$ cat config.mk
export PLATFORM = sky130hd
export DESIGN_NAME = mem_stage_lsu
export DESIGN_NICKNAME = d
export VERILOG_FILES = /design/src/rtl/mem_stage_lsu.sv
export SDC_FILE = /design/constraint.sdc
export NUM_CORES = 1
export LEC_CHECK = 0
export ABC_AREA = 1
export CORE_ASPECT_RATIO = 1.25
export CORE_UTILIZATION = 43
export DETAILED_ROUTE_END_ITERATION = 8
export PLACE_DENSITY = 0.77
export SYNTH_ARGS = -nofsm -noshare
export SYNTH_HDL_FRONTEND = slang
export SYNTH_SLANG_ARGS = --single-unit
$ cat constraint.sdc
create_clock -name i_clk -period 5.6 [get_ports i_clk]
set_input_delay 0.84 -clock i_clk [delete_from_list [all_inputs] [get_ports i_clk]]
set_output_delay 0.84 -clock i_clk [all_outputs]
set_load 0.05 [all_outputs]
$ cat src/rtl/mem_stage_lsu.sv
// mem_stage_lsu: memory-stage load/store unit.
// One access at a time through a three-state handshake (IDLE -> REQ -> DONE).
// Stores are steered onto byte lanes with a byte mask. Loads are formatted on
// the returning word. A request that waits MEM_TIMEOUT cycles for an ack is
// abandoned and reported as a bus error.
// Optional feature macro: LSU_MISALIGN_TRAP_EN. When it is defined, misaligned
// halfword/word accesses are trapped. When it is undefined, the offending low
// address bits are ignored.
module mem_stage_lsu #(
  parameter int MEM_TIMEOUT = 255
) (
  input  logic        i_clk,
  input  logic        i_rst,
  input  logic        i_validM,
  input  logic        i_mem_renM,
  input  logic        i_mem_wenM,
  input  logic        i_flushM,
  input  logic [2:0]  i_funct3M,
  input  logic [31:0] i_addrM,
  input  logic [31:0] i_wdataM,
  output logic [31:0] o_ld_dataM,
  output logic        o_stallM,
  output logic        o_misalignM,
  output logic        o_bus_errM,
  output logic        o_mem_req,
  output logic        o_mem_we,
  output logic [31:0] o_mem_addr,
  output logic [31:0] o_mem_wdata,
  output logic [3:0]  o_mem_bmask,
  input  logic        i_mem_ack,
  input  logic [31:0] i_mem_rdata
);

  localparam int CW = (MEM_TIMEOUT < 2) ? 1 : $clog2(MEM_TIMEOUT);
  localparam logic [CW-1:0] CNT_LAST = CW'(MEM_TIMEOUT - 1);

  typedef enum logic [1:0] {
    ST_IDLE = 2'd0,
    ST_REQ  = 2'd1,
    ST_DONE = 2'd2
  } state_t;

  state_t      state_r, state_nx_s;
  logic        access_s, issue_s, misalign_s, ack_done_s, timeout_s;
  logic [31:0] addr_r, wdata_r, ld_data_r;
  logic [3:0]  bmask_r;
  logic        we_r, bus_err_r;
  logic [2:0]  f3_r;
  logic [1:0]  off_r;
  logic [CW-1:0] cnt_r;

  // Byte-lane mask for an access: byte/halfword stores pick lanes, everything else uses the full word.
  function automatic logic [3:0] fmt_store_mask(input logic st, input logic [2:0] f3,
                                                input logic [1:0] off);
    logic [3:0] m;
    if (!st) begin
      m = 4'b1111;
    end else begin
      case (f3)
        3'b000:  m = 4'b0001 << off;
        3'b001:  m = off[1] ? 4'b1100 : 4'b0011;
        default: m = 4'b1111;
      endcase
    end
    return m;
  endfunction

  // Store data replicated across lanes so the mask alone selects the target bytes.
  function automatic logic [31:0] fmt_store_data(input logic [2:0] f3, input logic [31:0] d);
    logic [31:0] r;
    case (f3)
      3'b000:  r = {4{d[7:0]}};
      3'b001:  r = {2{d[15:0]}};
      default: r = d;
    endcase
    return r;
  endfunction

  // Extract and extend the addressed byte/halfword from the returned word.
  function automatic logic [31:0] fmt_load(input logic [2:0] f3, input logic [1:0] off,
                                           input logic [31:0] d);
    logic [7:0]  b;
    logic [15:0] h;
    logic [31:0] r;
    case (off)
      2'd0:    b = d[7:0];
      2'd1:    b = d[15:8];
      2'd2:    b = d[23:16];
      2'd3:    b = d[31:24];
      default: b = d[7:0];
    endcase
    h = off[1] ? d[31:16] : d[15:0];
    case (f3)
      3'b000:  r = {{24{b[7]}}, b};
      3'b100:  r = {24'd0, b};
      3'b001:  r = {{16{h[15]}}, h};
      3'b101:  r = {16'd0, h};
      default: r = d;
    endcase
    return r;
  endfunction

  assign access_s = i_validM & (i_mem_renM | i_mem_wenM) & ~i_flushM;

`ifdef LSU_MISALIGN_TRAP_EN
  logic misalign_r;

  // Classify the incoming access as misaligned (halfword on odd byte, word off a word boundary).
  always_comb begin
    misalign_s = 1'b0;
    if (i_funct3M[1:0] == 2'b01) begin
      misalign_s = i_addrM[0];
    end else if (i_funct3M[1]) begin
      misalign_s = (i_addrM[1:0] != 2'b00);
    end else begin
      misalign_s = 1'b0;
    end
  end

  // One-cycle trap pulse for a misaligned access seen while idle.
  always_ff @(posedge i_clk or posedge i_rst) begin
    if (i_rst) begin
      misalign_r <= 1'b0;
    end else begin
      misalign_r <= (state_r == ST_IDLE) & access_s & misalign_s;
    end
  end

  assign o_misalignM = misalign_r;
`else
  assign misalign_s  = 1'b0;
  assign o_misalignM = 1'b0;
`endif

  assign issue_s = (state_r == ST_IDLE) & access_s & ~misalign_s;

  // Next-state logic; ack takes priority over the timeout limit in the same cycle.
  always_comb begin
    state_nx_s = state_r;
    ack_done_s = 1'b0;
    timeout_s  = 1'b0;
    case (state_r)
      ST_IDLE: begin
        if (issue_s) state_nx_s = ST_REQ;
        else         state_nx_s = ST_IDLE;
      end
      ST_REQ: begin
        if (i_mem_ack) begin
          ack_done_s = 1'b1;
          state_nx_s = ST_DONE;
        end else if (cnt_r == CNT_LAST) begin
          timeout_s  = 1'b1;
          state_nx_s = ST_DONE;
        end else begin
          state_nx_s = ST_REQ;
        end
      end
      ST_DONE: state_nx_s = ST_IDLE;
      default: state_nx_s = ST_IDLE;
    endcase
  end

  // State, latched request, timeout counter, load result and bus-error pulse.
  always_ff @(posedge i_clk or posedge i_rst) begin
    if (i_rst) begin
      state_r   <= ST_IDLE;
      addr_r    <= 32'd0;
      wdata_r   <= 32'd0;
      bmask_r   <= 4'd0;
      we_r      <= 1'b0;
      f3_r      <= 3'd0;
      off_r     <= 2'd0;
      cnt_r     <= '0;
      ld_data_r <= 32'd0;
      bus_err_r <= 1'b0;
    end else begin
      state_r   <= state_nx_s;
      bus_err_r <= timeout_s;
      if (issue_s) begin
        addr_r  <= {i_addrM[31:2], 2'b00};
        wdata_r <= fmt_store_data(i_funct3M, i_wdataM);
        bmask_r <= fmt_store_mask(i_mem_wenM, i_funct3M, i_addrM[1:0]);
        we_r    <= i_mem_wenM;
        f3_r    <= i_funct3M;
        off_r   <= i_addrM[1:0];
        cnt_r   <= '0;
      end else if (state_r == ST_REQ) begin
        cnt_r   <= cnt_r + CW'(1);
      end else begin
        cnt_r   <= cnt_r;
      end
      if (ack_done_s && !we_r) begin
        ld_data_r <= fmt_load(f3_r, off_r, i_mem_rdata);
      end else begin
        ld_data_r <= ld_data_r;
      end
    end
  end

  assign o_stallM    = issue_s | (state_r == ST_REQ);
  assign o_mem_req   = (state_r == ST_REQ);
  assign o_mem_we    = (state_r == ST_REQ) & we_r;
  assign o_mem_bmask = (state_r == ST_REQ) ? bmask_r : 4'd0;
  assign o_mem_addr  = addr_r;
  assign o_mem_wdata = wdata_r;
  assign o_ld_dataM  = ld_data_r;
  assign o_bus_errM  = bus_err_r;

endmodule

==> run metrics <==
status complete, no violations; unrepaired setup endpoints after global routing no; Fin. Hold Viols 0; clock share of power 27.0%; # fillers 1141; layout cells sized above 1 5.389%; clk buf depth 2; reg-to-reg slack, setup 3.19 ns; gr usage total 24.78%; IO Port Bufs 207; DP HPWL 11.30 mm; Starting Density 43.90%; Avg Cell Area, Syn 7.265 sq um; Worst setup startpoint i_validM; DR WL/cell 13.90 um; top cells by count, synth nand2_1 (340), dfrtp_1 (115), inv_1 (92), nor2_1 (51), o21ai_0 (42); final WL 16.31 mm; post-synthesis async set-or-reset flop share 100.0%; core area 13170 sq um; final setup fails 0; Yosys cell types 28; Switching Fraction 42.13%; minimum clock period 3.325 ns; Peak VDD IR 343.3 uV; DR iter-0 viols 341; latest clock arrival within the worst-skew pair 0.40 ns; Synth top area share 49.76%; P_int 2.565 mW; pwr dens 519.5 nW/um^2; Worst Max-Slew Pin Slew 1.005 ns; Worst Path Max Fanout 5; mux cell area share after synthesis 0%; antenna violations before repair 0; vias in the first global route 5683; max-cap violation count 0; Reg-to-Reg Start state_r[1]; Seq cells post-synth 115; crit share post-route 59.37%; cell area after synthesis 5783 sq um; Arr. time, crit path 2.48 ns; CP Launch Type input port; DRT antenna net count 0; TritonCTS Buffers 17; worst setup path end o_stallM; first-pass GRT wire length 27.16 mm; antenna cells 0; Die Y-Extent 131.7 um; part of the Yosys area used for sequential elements 49.76%; Placer Congestion 0.9171; Max Slew Vio Count 0; Post-synth EDFFs 0; # clock sinks 115; total power 4.433 mW; worst reg-to-reg path cell count 6; DIE WIDTH 105.7 um; fin nets 1098; Pleak 4.390 nW; Post-Syn Instances 796; FMAX 300.8 MHz; Worst Path Required 4.76 ns; CTS Hold Buffers Added 0; largest net degree at the start of global routing 87; synth warn 0; worst r2r dst bmask_r[0]; most common cell in the netlist nand2_1; Post-CTS Setup Inserts 0; ys flop type dfrtp_1; H-tree depth 4; Clock Skew 0.009363 ns; complex-gate fraction of the synthesized area 7.464%; overall overflow remaining after global route 0; area of the multi-input gates 2327 sq um; I/O pins 211; Switch Pwr 1.867 mW; via count 5613; FP Rows 47; DRC viols 0; Synth Area in Adders 0.4327%; CTS tree built; Reg power frac 28.4%; Clock Pin Slew Worst Setup and Hold Paths 0.06 ns; setup_tns 0 ns; via/cell ratio 4.785; PostCTS Resize Cnt 0; Area Growth Syn to Fin 47.56%; DR pass1 iterations 5; hold crit path type reg2reg; share of total power in combinational logic 44.6%; post-synthesis xor/xnor area fraction 0%; Clock Root Buffer clkbuf_16; main combinational cell family by area after synthesis simple AND/OR/NAND/NOR gates; largest cells by area after synthesis dfrtp_1 (50%), nand2_1 (22%), inv_1 (6.0%), o21ai_0 (3.6%), nor2_1 (3.3%); CP Class in2out; Yosys top cell by area dfrtp_1; Worst slew margin 32.99%; die area 13920 sq um; Setup crit end kind output port; simple-gate share of the synthesized area 32.15%; Reg area 2878 sq um
## layout make-up
class                           instances  share of cell area, %
Inverter                               98                  4.340
Timing Repair Buffer                  210                  24.55
Multi-Input combinational cell        548                  27.27
Clock inverter                         10                  2.097
Sequential cell                       115                  33.72
Tap cell                              171                  2.507
Clock buffer                           21                  5.513
## logic make-up after synthesis
kind of cell | count (synthesis)
other | 1
AND/OR/NAND/NOR | 458
buffers and inverters | 135
flip-flops | 115
AO/OA/AOI/OAI | 85
adder cells (fa/ha/maj) | 2
## cells in the final DEF (no fill, tap or decap), types with 2 or more instances in the layout
| cell | synthesis | routed |
|---|---|---|
| clkbuf_16 | 0 | 17 |
| conb_1 | 1 | 3 |
| clkbuf_8 | 0 | 3 |
| nor2_1 | 51 | 51 |
| clkinv_2 | 0 | 4 |
| bufinv_16 | 0 | 5 |
| nand3_1 | 38 | 38 |
| clkdlybuf4s50_1 | 0 | 207 |
| or2_2 | 9 | 9 |
| inv_1 | 92 | 91 |
| buf_4 | 11 | 3 |
| o21ai_1 | 13 | 13 |
| nor3_1 | 5 | 5 |
| a21oi_1 | 27 | 27 |
| inv_2 | 6 | 6 |
| o21ai_0 | 42 | 42 |
| or2_1 | 7 | 7 |
| dfrtp_1 | 115 | 115 |
| nand2_1 | 340 | 340 |
| nand3b_1 | 2 | 2 |
| ha_1 | 2 | 2 |
## worst max-delay path: stages
cell             delay [ns]
clkdlybuf4s50_1        0.45
inv_1                  0.04
nor2_1                 0.10
nand3_2                0.08
nand2_1                0.15
clkdlybuf4s50_1        0.83
## sequential cells by signal, indices dropped and copies added (netlist names)
signal	cells
bmask_r	4
cnt_r	8
f3_r	3
o_bus_errM	1
o_ld_dataM	32
o_mem_addr	30
o_mem_wdata	32
off_r	2
state_r	2
we_r	1
## power by group through the flow
stage	sequential (mW)	combinational (mW)	clock (mW)
2_1_floorplan	2.04	0.513	0
3_3_place_gp	1.26	1.96	0
3_5_place_dp	1.27	1.98	0
4_1_cts	1.26	1.99	1.22
5_1_grt	1.30	2.10	1.26
6_report	1.26	1.98	1.20
## worst min path at each step
stage | startpoint | endpoint | slack (ns) | depth (start not counted)
after floorplan | bmask_r[3] | bmask_r[3] | 0.47 | 2
after global placement | o_mem_wdata[30] | o_mem_wdata[30] | 0.46 | 2
after detailed placement | o_mem_wdata[30] | o_mem_wdata[30] | 0.47 | 2
after CTS | o_mem_wdata[30] | o_mem_wdata[30] | 0.48 | 2
after global routing | o_mem_addr[14] | o_mem_addr[14] | 0.50 | 2
final | o_mem_wdata[30] | o_mem_wdata[30] | 0.47 | 2
## routing by layer
metal,up-vias,routed length (um),part of all wire [%],track usage [%]
li1,2801,-,-,-
met1,2569,6811,42,29.65
met2,209,7872,48,40.70
met3,34,1144,7.0,7.837
met4,0,480,2.9,10.80
met5,-,0,0,0
## stage by stage
step	worst slack, ns	instances	utilization [%]	hold WS [ns]	area, sq um
2_1_floorplan	1.716	798	-	0.4662	5791
3_3_place_gp	2.279	1142	59.85	0.4609	7884
3_5_place_dp	2.271	1142	59.85	0.4652	7884
4_1_cts	2.270	1173	64.78	0.4808	8533
5_1_grt	2.180	1173	64.78	0.4978	8533
6_report	2.275	1173	64.78	0.4744	8533
(Power assumes the default switching activity.)
